==> src/rtl/rail_axle_detector.sv <==
// rail_axle_detector
// Counts axles entering and leaving a track section using two bouncy
// wheel sensors, and raises rail_detect while a train is present or a
// fault is latched.
// Optional feature: define RAIL_WATCHDOG_EN to add a no-edge watchdog
// that raises fault after TIMEOUT quiet cycles in ARRIVING/OCCUPIED.
module rail_axle_detector #(
    parameter int DEBOUNCE   = 4,
    parameter int CNT_W      = 6,
    parameter int CLEAR_HOLD = 8,
    parameter int TIMEOUT    = 1000
) (
    input  logic             clk,
    input  logic             reset,
    input  logic             sens_in,
    input  logic             sens_out,
    input  logic             clr_fault,
    output logic             rail_detect,
    output logic [CNT_W-1:0] axle_count,
    output logic [1:0]       det_state,
    output logic             fault
);

    localparam int DB_W   = $clog2(DEBOUNCE + 1);
    localparam int HOLD_W = $clog2(CLEAR_HOLD + 1);
    localparam logic [CNT_W-1:0] CNT_MAX = '1;

    typedef enum logic [1:0] {
        ST_IDLE     = 2'b00,
        ST_ARRIVING = 2'b01,
        ST_OCCUPIED = 2'b10,
        ST_CLEARING = 2'b11
    } state_t;

    // Bit 0 is the approach sensor, bit 1 the exit sensor.
    logic [1:0]      raw_s;
    logic [1:0]      sync1_q;
    logic [1:0]      sync2_q;
    logic [1:0]      filt_q;
    logic [1:0]      filt_prev_q;
    logic [DB_W-1:0] dcnt_q [2];
    logic            in_edge_q;
    logic            out_edge_q;

    state_t            state_q;
    state_t            state_d;
    logic [CNT_W-1:0]  count_q;
    logic [CNT_W-1:0]  count_d;
    logic [HOLD_W-1:0] hold_q;
    logic [HOLD_W-1:0] hold_d;
    logic              fault_q;
    logic              fault_d;
    logic              rail_q;
    logic              rail_d;
    logic              fault_set_s;
    logic              wd_fire_s;

    assign raw_s = {sens_out, sens_in};

    // Synchronize, debounce and edge-detect both sensors.
    always_ff @(posedge clk) begin
        if (reset) begin
            sync1_q     <= 2'b00;
            sync2_q     <= 2'b00;
            filt_q      <= 2'b00;
            filt_prev_q <= 2'b00;
            in_edge_q   <= 1'b0;
            out_edge_q  <= 1'b0;
            for (int i = 0; i < 2; i++) begin
                dcnt_q[i] <= '0;
            end
        end else begin
            sync1_q     <= raw_s;
            sync2_q     <= sync1_q;
            filt_prev_q <= filt_q;
            for (int i = 0; i < 2; i++) begin
                if (sync2_q[i] == filt_q[i]) begin
                    // Any agreement restarts the stability count.
                    dcnt_q[i] <= '0;
                end else if (dcnt_q[i] == DB_W'(DEBOUNCE - 1)) begin
                    filt_q[i] <= sync2_q[i];
                    dcnt_q[i] <= '0;
                end else begin
                    dcnt_q[i] <= dcnt_q[i] + DB_W'(1);
                end
            end
            in_edge_q  <= filt_q[0] & ~filt_prev_q[0];
            out_edge_q <= filt_q[1] & ~filt_prev_q[1];
        end
    end

`ifdef RAIL_WATCHDOG_EN
    localparam int WD_W = $clog2(TIMEOUT + 1);
    logic [WD_W-1:0] wd_q;
    logic [WD_W-1:0] wd_d;

    // Watchdog: count quiet cycles while a train is expected to move.
    always_comb begin
        wd_d      = '0;
        wd_fire_s = 1'b0;
        if (((state_q == ST_ARRIVING) || (state_q == ST_OCCUPIED)) &&
            !(in_edge_q || out_edge_q)) begin
            if (wd_q == WD_W'(TIMEOUT - 1)) begin
                wd_fire_s = 1'b1;
                wd_d      = '0;
            end else begin
                wd_d = wd_q + WD_W'(1);
            end
        end else begin
            wd_d = '0;
        end
    end

    // Watchdog timer register.
    always_ff @(posedge clk) begin
        if (reset) begin
            wd_q <= '0;
        end else begin
            wd_q <= wd_d;
        end
    end
`else
    assign wd_fire_s = 1'b0;
`endif

    // Next-state logic for counter, occupancy FSM, hold timer and fault.
    always_comb begin
        state_d     = state_q;
        count_d     = count_q;
        hold_d      = '0;
        fault_set_s = 1'b0;

        case ({in_edge_q, out_edge_q})
            2'b10: begin
                if (count_q == CNT_MAX) begin
                    fault_set_s = 1'b1;
                end else begin
                    count_d = count_q + CNT_W'(1);
                end
            end
            2'b01: begin
                if (count_q == '0) begin
                    fault_set_s = 1'b1;
                end else begin
                    count_d = count_q - CNT_W'(1);
                end
            end
            default: begin
                // No edge, or simultaneous entry and exit: net zero.
                count_d = count_q;
            end
        endcase

        case (state_q)
            ST_IDLE: begin
                if (in_edge_q) begin
                    state_d = ST_ARRIVING;
                end else begin
                    state_d = ST_IDLE;
                end
            end
            ST_ARRIVING: begin
                if (out_edge_q) begin
                    state_d = (count_d == '0) ? ST_CLEARING : ST_OCCUPIED;
                end else begin
                    state_d = ST_ARRIVING;
                end
            end
            ST_OCCUPIED: begin
                if (count_d == '0) begin
                    state_d = ST_CLEARING;
                end else begin
                    state_d = ST_OCCUPIED;
                end
            end
            ST_CLEARING: begin
                if (in_edge_q) begin
                    state_d = ST_ARRIVING;
                end else if (hold_q == HOLD_W'(CLEAR_HOLD - 1)) begin
                    state_d = ST_IDLE;
                end else begin
                    state_d = ST_CLEARING;
                    hold_d  = hold_q + HOLD_W'(1);
                end
            end
            default: begin
                state_d = ST_IDLE;
            end
        endcase

        // A new fault outranks a clear request in the same cycle.
        if (fault_set_s || wd_fire_s) begin
            fault_d = 1'b1;
        end else if (clr_fault && (count_q == '0)) begin
            fault_d = 1'b0;
        end else begin
            fault_d = fault_q;
        end

        rail_d = (state_d != ST_IDLE) | fault_d;
    end

    // Occupancy state and registered outputs.
    always_ff @(posedge clk) begin
        if (reset) begin
            state_q <= ST_IDLE;
            count_q <= '0;
            hold_q  <= '0;
            fault_q <= 1'b0;
            rail_q  <= 1'b0;
        end else begin
            state_q <= state_d;
            count_q <= count_d;
            hold_q  <= hold_d;
            fault_q <= fault_d;
            rail_q  <= rail_d;
        end
    end

    assign rail_detect = rail_q;
    assign axle_count  = count_q;
    assign det_state   = state_q;
    assign fault       = fault_q;

endmodule

==> config.mk <==
export PLATFORM = sky130hd
export DESIGN_NAME = rail_axle_detector
export DESIGN_NICKNAME = d
export VERILOG_FILES = /design/src/rtl/rail_axle_detector.sv
export SDC_FILE = /design/constraint.sdc
export NUM_CORES = 1
export LEC_CHECK = 0
export ABC_AREA = 1
export CAP_MARGIN = 10
export CORE_MARGIN = 2
export CORE_UTILIZATION = 55
export CTS_CLUSTER_DIAMETER = 80
export DETAILED_ROUTE_END_ITERATION = 12
export PLACE_DENSITY = 0.88
export SLEW_MARGIN = 20
export SYNTH_ARGS = -nofsm -noshare
export SYNTH_HDL_FRONTEND = slang
export SYNTH_SLANG_ARGS = --single-unit
==> constraint.sdc <==
create_clock -name clk -period 2 [get_ports clk]
set_clock_uncertainty 0.15 [all_clocks]
set_input_delay 0.4 -clock clk [delete_from_list [all_inputs] [get_ports clk]]
set_output_delay 0.4 -clock clk [all_outputs]
set_load 0.02 [all_outputs]
; ---- Word level (Yosys, flattened, before mapping)
; Memory sizes are Yosys's and may differ from the RTL's.
; Index checks and enable logic that the tools add are counted.
[word_totals]
memories = 1
mem_bits_rw = 6
in_bits = 5
regBits = 24
out_inout_bits = 10
wordCells = 95
[op_classes]
addsub = 5
reduce_logical = 8
n_bitwise = 14
muxes = 44
n_eq_ne = 11
[mem_list]
columns = memory, words, width, rd, rd_ports_with_merged_regs, write_ports, line
row1 = dcnt_q, 2, 3, 2, 0, 2, 41  ; logic [DB_W-1:0] dcnt_q [2];
[op_table]
columns = operator, n
row1 = 2-to-1 mux 1 bit, 30
row2 = 2-to-1 mux 3 bit, 6
row3 = logical NOT 6 bit, 2
row4 = 2-to-1 mux 6 bit, 2
row5 = one-hot mux 6 bit (2 select lines), 1
row6 = one-hot mux 2 bit (4 select lines), 1
row7 = OR 1 bit, 7
row8 = "adder 3 x 1 -> 3 bit, second input constant", 2
row9 = "adder 6 x 1 -> 6 bit, second input constant", 1
row10 = "equality test 2 bit, second input constant", 3
row11 = "equality test 3 x 2 -> 1 bit, second input constant", 2
row12 = "equality test 6 bit, second input constant", 1
row13 = 2-to-1 mux 2 bit, 3
row14 = "subtractor 6 x 1 -> 6 bit, second input constant", 1
row15 = NOT 1 bit, 5
row16 = "adder 4 x 1 -> 4 bit, second input constant", 1
row17 = "equality test 2 x 1 -> 1 bit, second input constant", 2
row18 = "equality test 4 x 3 -> 1 bit, second input constant", 1
row19 = AND reduction 2 bit, 2
row20 = OR reduction 4 bit, 1
row21 = bitwise AND 1 bit, 2
row22 = equality test 1 bit, 2
row23 = logical NOT 2 bit, 1
row24 = one-hot mux 1 bit (2 select lines), 1
row25 = 2 further kinds, 2

; ---- Longest topological paths before layout
[depth]
ltp_word = 9
ltp_mapped = 14
mapped_depth_nobuf = 14

; ---- Least setup slack after synthesis
; Ideal clock, no wire load.
[synth_timing]
kind = register -> register
startpoint = register count_q[0], in the netlist axle_count[0]
endpoint = register rail_q, in the netlist rail_detect
setup_ns = 0.114
arrival_ns = 1.576
slack_ns = 0.160
n_path_buf = 0
stages_incl_launch_ff = 13
period_less_slack_ns = 1.840
path_cell_list = dfxtp_1 inv_1 ha_1 nand3_2 nand2_1 nor2_1 nor2_1 nor2_1 nor2_1 nand3_1 nand2_1 nand2_1 nand2_1
[synth_via]
elab_chain_cells = 9
elab_cells_between_ends = 19
[synth_lines]
columns = item, line
row1 = from (decl), 47  ; logic [CNT_W-1:0] count_q;
row2 = from (signal assigned), 213  ; count_q <= count_d;
row3 = "subtractor 6 x 1 -> 6 bit, or another cell as far along", 145  ; count_d = count_q - CNT_W'(1);
row4 = "2-to-1 mux 6 bit, on equally long branches", "142, 135"
row5 = one-hot mux 6 bit (2 select lines), 133  ; case ({in_edge_q, out_edge_q})
row6 = logical NOT 6 bit, "164, 170"
row7 = 2-to-1 mux 1 bit, "164, 170"
row8 = 2-to-1 mux 2 bit, 163  ; if (out_edge_q) begin
row9 = one-hot mux 2 bit (4 select lines), 154  ; case (state_q)
row10 = nonzero test 2 bit, 200  ; rail_d = (state_d != ST_IDLE) | fault_d;
row11 = OR 1 bit (*), 200
row12 = to (signal assigned), 216  ; rail_q <= rail_d;
row13 = to (decl), 53  ; logic rail_q;
; Mark *: on every way between the ends. The rest lies on a longest branch, timed or not.
; A chain may end at the register's enable or synchronous reset.

; ---- Worst setup path after layout
[layout_timing]
startpoint = register count_q[4], in the netlist axle_count[4]
endpoint = output port axle_count[4]
[layout_rtl]
columns = item, line
row1 = to (decl), 19  ; output logic [CNT_W-1:0] axle_count,
; No word-level cell between the ends.

==> results by group <==
Routing
  – Met2 routed WL: 1.369 mm
  – Via density: 5.015
  – DRT iter0 DRCs: 126
  – DRC violations left: 0
  – Top sig layer: met4
  – Met3 WL post-DR: 147 µm
  – First drt pass iteration count: 4
  – Met1 wire length: 1.275 mm
  – WL final: 2.873 mm
  – ANT nets after route: 0
  – Vias: 1334
  – Wire per inst: 10.80 µm

Cells and area
  – Area Growth Syn to Fin: 19.80%
  – Cell area after layout: 1817 µm²
  – Layout cells sized above 1: 11.91%
  – Antenna diodes: 0
  – Final nets: 248
  – Layout Cells excl Fill: 266

Setup path
  – R2R cell count: 13
  – Critical Path End: axle_count[4]
  – Cell-by-cell trace of the critical path: clkdlybuf4s50_1
  – Worst reg2reg startpoint: out_edge_q
  – Endpoint type of the worst setup path: primary output
  – Worst Path Buf+Inv: 1
  – Worst reg2reg setup slack: 160 ps
  – Largest stage delay, worst path: 630 ps
  – Critical path origin: axle_count[4]
  – Worst path slowest cell: clkdlybuf4s50_1
  – Startpoint types: flip-flop
  – CP max FO: 9
  – Worst EP arrival: 1380 ps
  – Crit path max-delay family: buffers and inverters
  – R2R Path End: rail_detect
  – WP depth: 1
  – Worst setup path category: flip-flop to primary output
  – Critical path data required time: 1450 ps

GRT
  – Total GRT Usage: 20.32%
  – GRT Residual Overflow: 0
  – Largest net degree at the start of global routing: 12
  – First-pass GRT wire length: 4.988 mm
  – Initial antenna violation count: 0
  – Vias in the first global route: 1181

Pwr
  – PD cells: 604.4 nW/µm²
  – Final Total Pwr: 1.098 mW
  – Leak Pwr: 0.8924 nW
  – Max VDD drop: 0.6971 mV

Clock tree
  – CTS tree: yes
  – Post-CTS Setup Bufs: 0
  – Buffer depth of the longest clock path: 2
  – CTS clock-pin slew for the worst setup and hold paths: 90 ps
  – CTS root buf: clkbuf_4
  – Num CTS Buffers: 5
  – Number of H-tree levels: 2
  – Worst skew pair latency: 320 ps
  – Clock Sinks: 30

Logic synthesis
  – Register area share after synthesis: 43.56%
  – Ys Warns: 0
  – Cells after Synth: 207
  – Cell variety after synth: 27
  – Synthesized area: 1516 µm²
  – Flops & latches, synth: 30
  – Avg Cell Area, Syn: 7.326 µm²

STA
  – Fin crit share: 96.75%
  – WHS: 229.7 ps
  – Min cycle time layout: 1935 ps
  – Maximum clock frequency: 0.5168 GHz
  – Final setup violation count: 0
  – Hold Fails Final Rpt: 0
  – Slew Limit Fails: 0
  – Unrepaired setup endpoints after global routing: no
  – Setup Total Neg Slack: 0 ps

Die
  – Placeable Area: 2686 µm²
  – I/O pin total: 15
  – Die Footprint: 3193 µm²
  – DIE HEIGHT: 56.51 µm
  – Die width: 56.51 µm
  – Initial Util: 56.45%
  – Row count: 19

Place
  – Placed Cells: 258
  – Global placer's final weighted congestion: 0.9588
  – DP Area: 1728 µm²
  – PortBufs: 14
  – Dpl hpwl: 2.178 mm

Min path
  – Hold crit path type: flip-flop to flip-flop

Job
  – Max cap viols: 0

Outcome
  – Outcome: complete, no violations
synth_stat cells:
library cell   n  area (µm²)
inv_2          1       3.750
nand3_1       17       85.08
ha_1           9       112.6
nor2_2         1       6.260
inv_1         27       101.4
o21ai_1        1       5.000
conb_1         1       3.750
a21oi_2        1       8.760
clkbuf_1       1       3.750
buf_1          1       3.750
nand2_1       46       172.7
o211ai_1       2       15.01
buf_2          1       5.000
buf_6          1       11.26
dfxtp_1       24       480.5
nor3_1         4       20.02
nand4_1        3       18.77
a21oi_1       14       70.07
edfxtp_1       6       180.2
xor2_1         1       8.760
and2_0         1       6.260
nor2_1        36       135.1
clkinv_2       1       5.000
or2_1          1       6.260
o21ai_0        2       10.01
nor3b_1        1       7.510
nand3_2        3       30.03
per-layer routing:
metal	vias to the layer above	GRT usage, %
met4	0	10.54
met1	586	24.96
met2	34	31.23
met5	-	0
li1	705	-
met3	9	7.143
per-stage QoR:
stage               util (%)  setup WS (ps)
finish                 67.63          65.02
global route           67.63          4.956
CTS                    66.65          1.722
detailed placement     64.32          86.15
global placement       64.32          112.8
floorplan                  -          160.0
placed cells by master (no fill, tap or decap), types with 5 or more instances in the layout:
| cell type | count |
|---|---|
| ha_1 | 7 |
| nor2_1 | 36 |
| buf_4 | 5 |
| inv_1 | 26 |
| nand2_1 | 46 |
| dfxtp_1 | 18 |
| conb_1 | 6 |
| clkbuf_4 | 5 |
| nand3_1 | 17 |
| a21oi_1 | 14 |
| edfxtp_1 | 6 |
| clkdlybuf4s50_1 | 10 |
| dfxtp_2 | 6 |
cell families (layout without fill, tap and decap cells):
kind of cell	after synthesis	in the layout	share of synthesized area (%)
simple gates	113	113	32.18
buf+inv	33	56	8.827
flops	30	30	43.56
compound gates	20	20	7.178
fa+ha+maj	9	9	7.426
other cells	1	6	0.2473
xor+xnor	1	1	0.5777
flip-flops by register name, indices dropped and copies added, names as in the netlist:
| signal | flops |
|---|---|
| hold_q | 4 |
| axle_count | 6 |
| fault | 1 |
| out_edge_q | 1 |
| filt_prev_q | 2 |
| dcnt_q | 6 |
| in_edge_q | 1 |
| filt_q | 2 |
| sync1_q | 2 |
| rail_detect | 1 |
| sync2_q | 2 |
| det_state | 2 |
final cells by class:
| cell class | instances | area (µm²) |
|---|---|---|
| fill | 220 | 869.6 |
| multi-input combinational | 149 | 755.7 |
| sequential | 30 | 668.1 |
| timing repair buffer | 19 | 183.9 |
| inverter | 29 | 110.1 |
| clock buffer | 7 | 55.05 |
| tap | 31 | 38.79 |
| clock inverter | 1 | 5.005 |
how the worst min path moves through the flow:
| stage | startpoint | endpoint | slack [ps] | cells past startpoint |
|---|---|---|---|---|
| 2_1_floorplan | filt_prev_q[0] | in_edge_q | 220 | 1 |
| 3_3_place_gp | filt_prev_q[0] | in_edge_q | 230 | 1 |
| 3_5_place_dp | filt_prev_q[1] | out_edge_q | 240 | 1 |
| 4_1_cts | filt_prev_q[0] | in_edge_q | 250 | 1 |
| 5_1_grt | filt_prev_q[0] | in_edge_q | 240 | 1 |
| 6_report | filt_prev_q[0] | in_edge_q | 230 | 1 |
what timing repair did:
item,4_1_cts,5_1_grt
resized for setup,4,9
setup endpoints to repair,4,6
hold buffers,0,0
pin swaps,0,0
worst register-to-register path, delay by kind of cell, from the launching register on:
family | cells | cell delay [ps]
buffers and inverters | 2 | 190
and+or+nand+nor | 10 | 740
DFF | 1 | 420
adders and majority gates | 1 | 260
power breakdown:
part / internal, mW / switching (mW)
Combinational: 0.0399 / 0.0515
Clock: 0.170 / 0.192
Sequential: 0.633 / 0.0116
No activity file was read; power rests on OpenSTA's default activity.
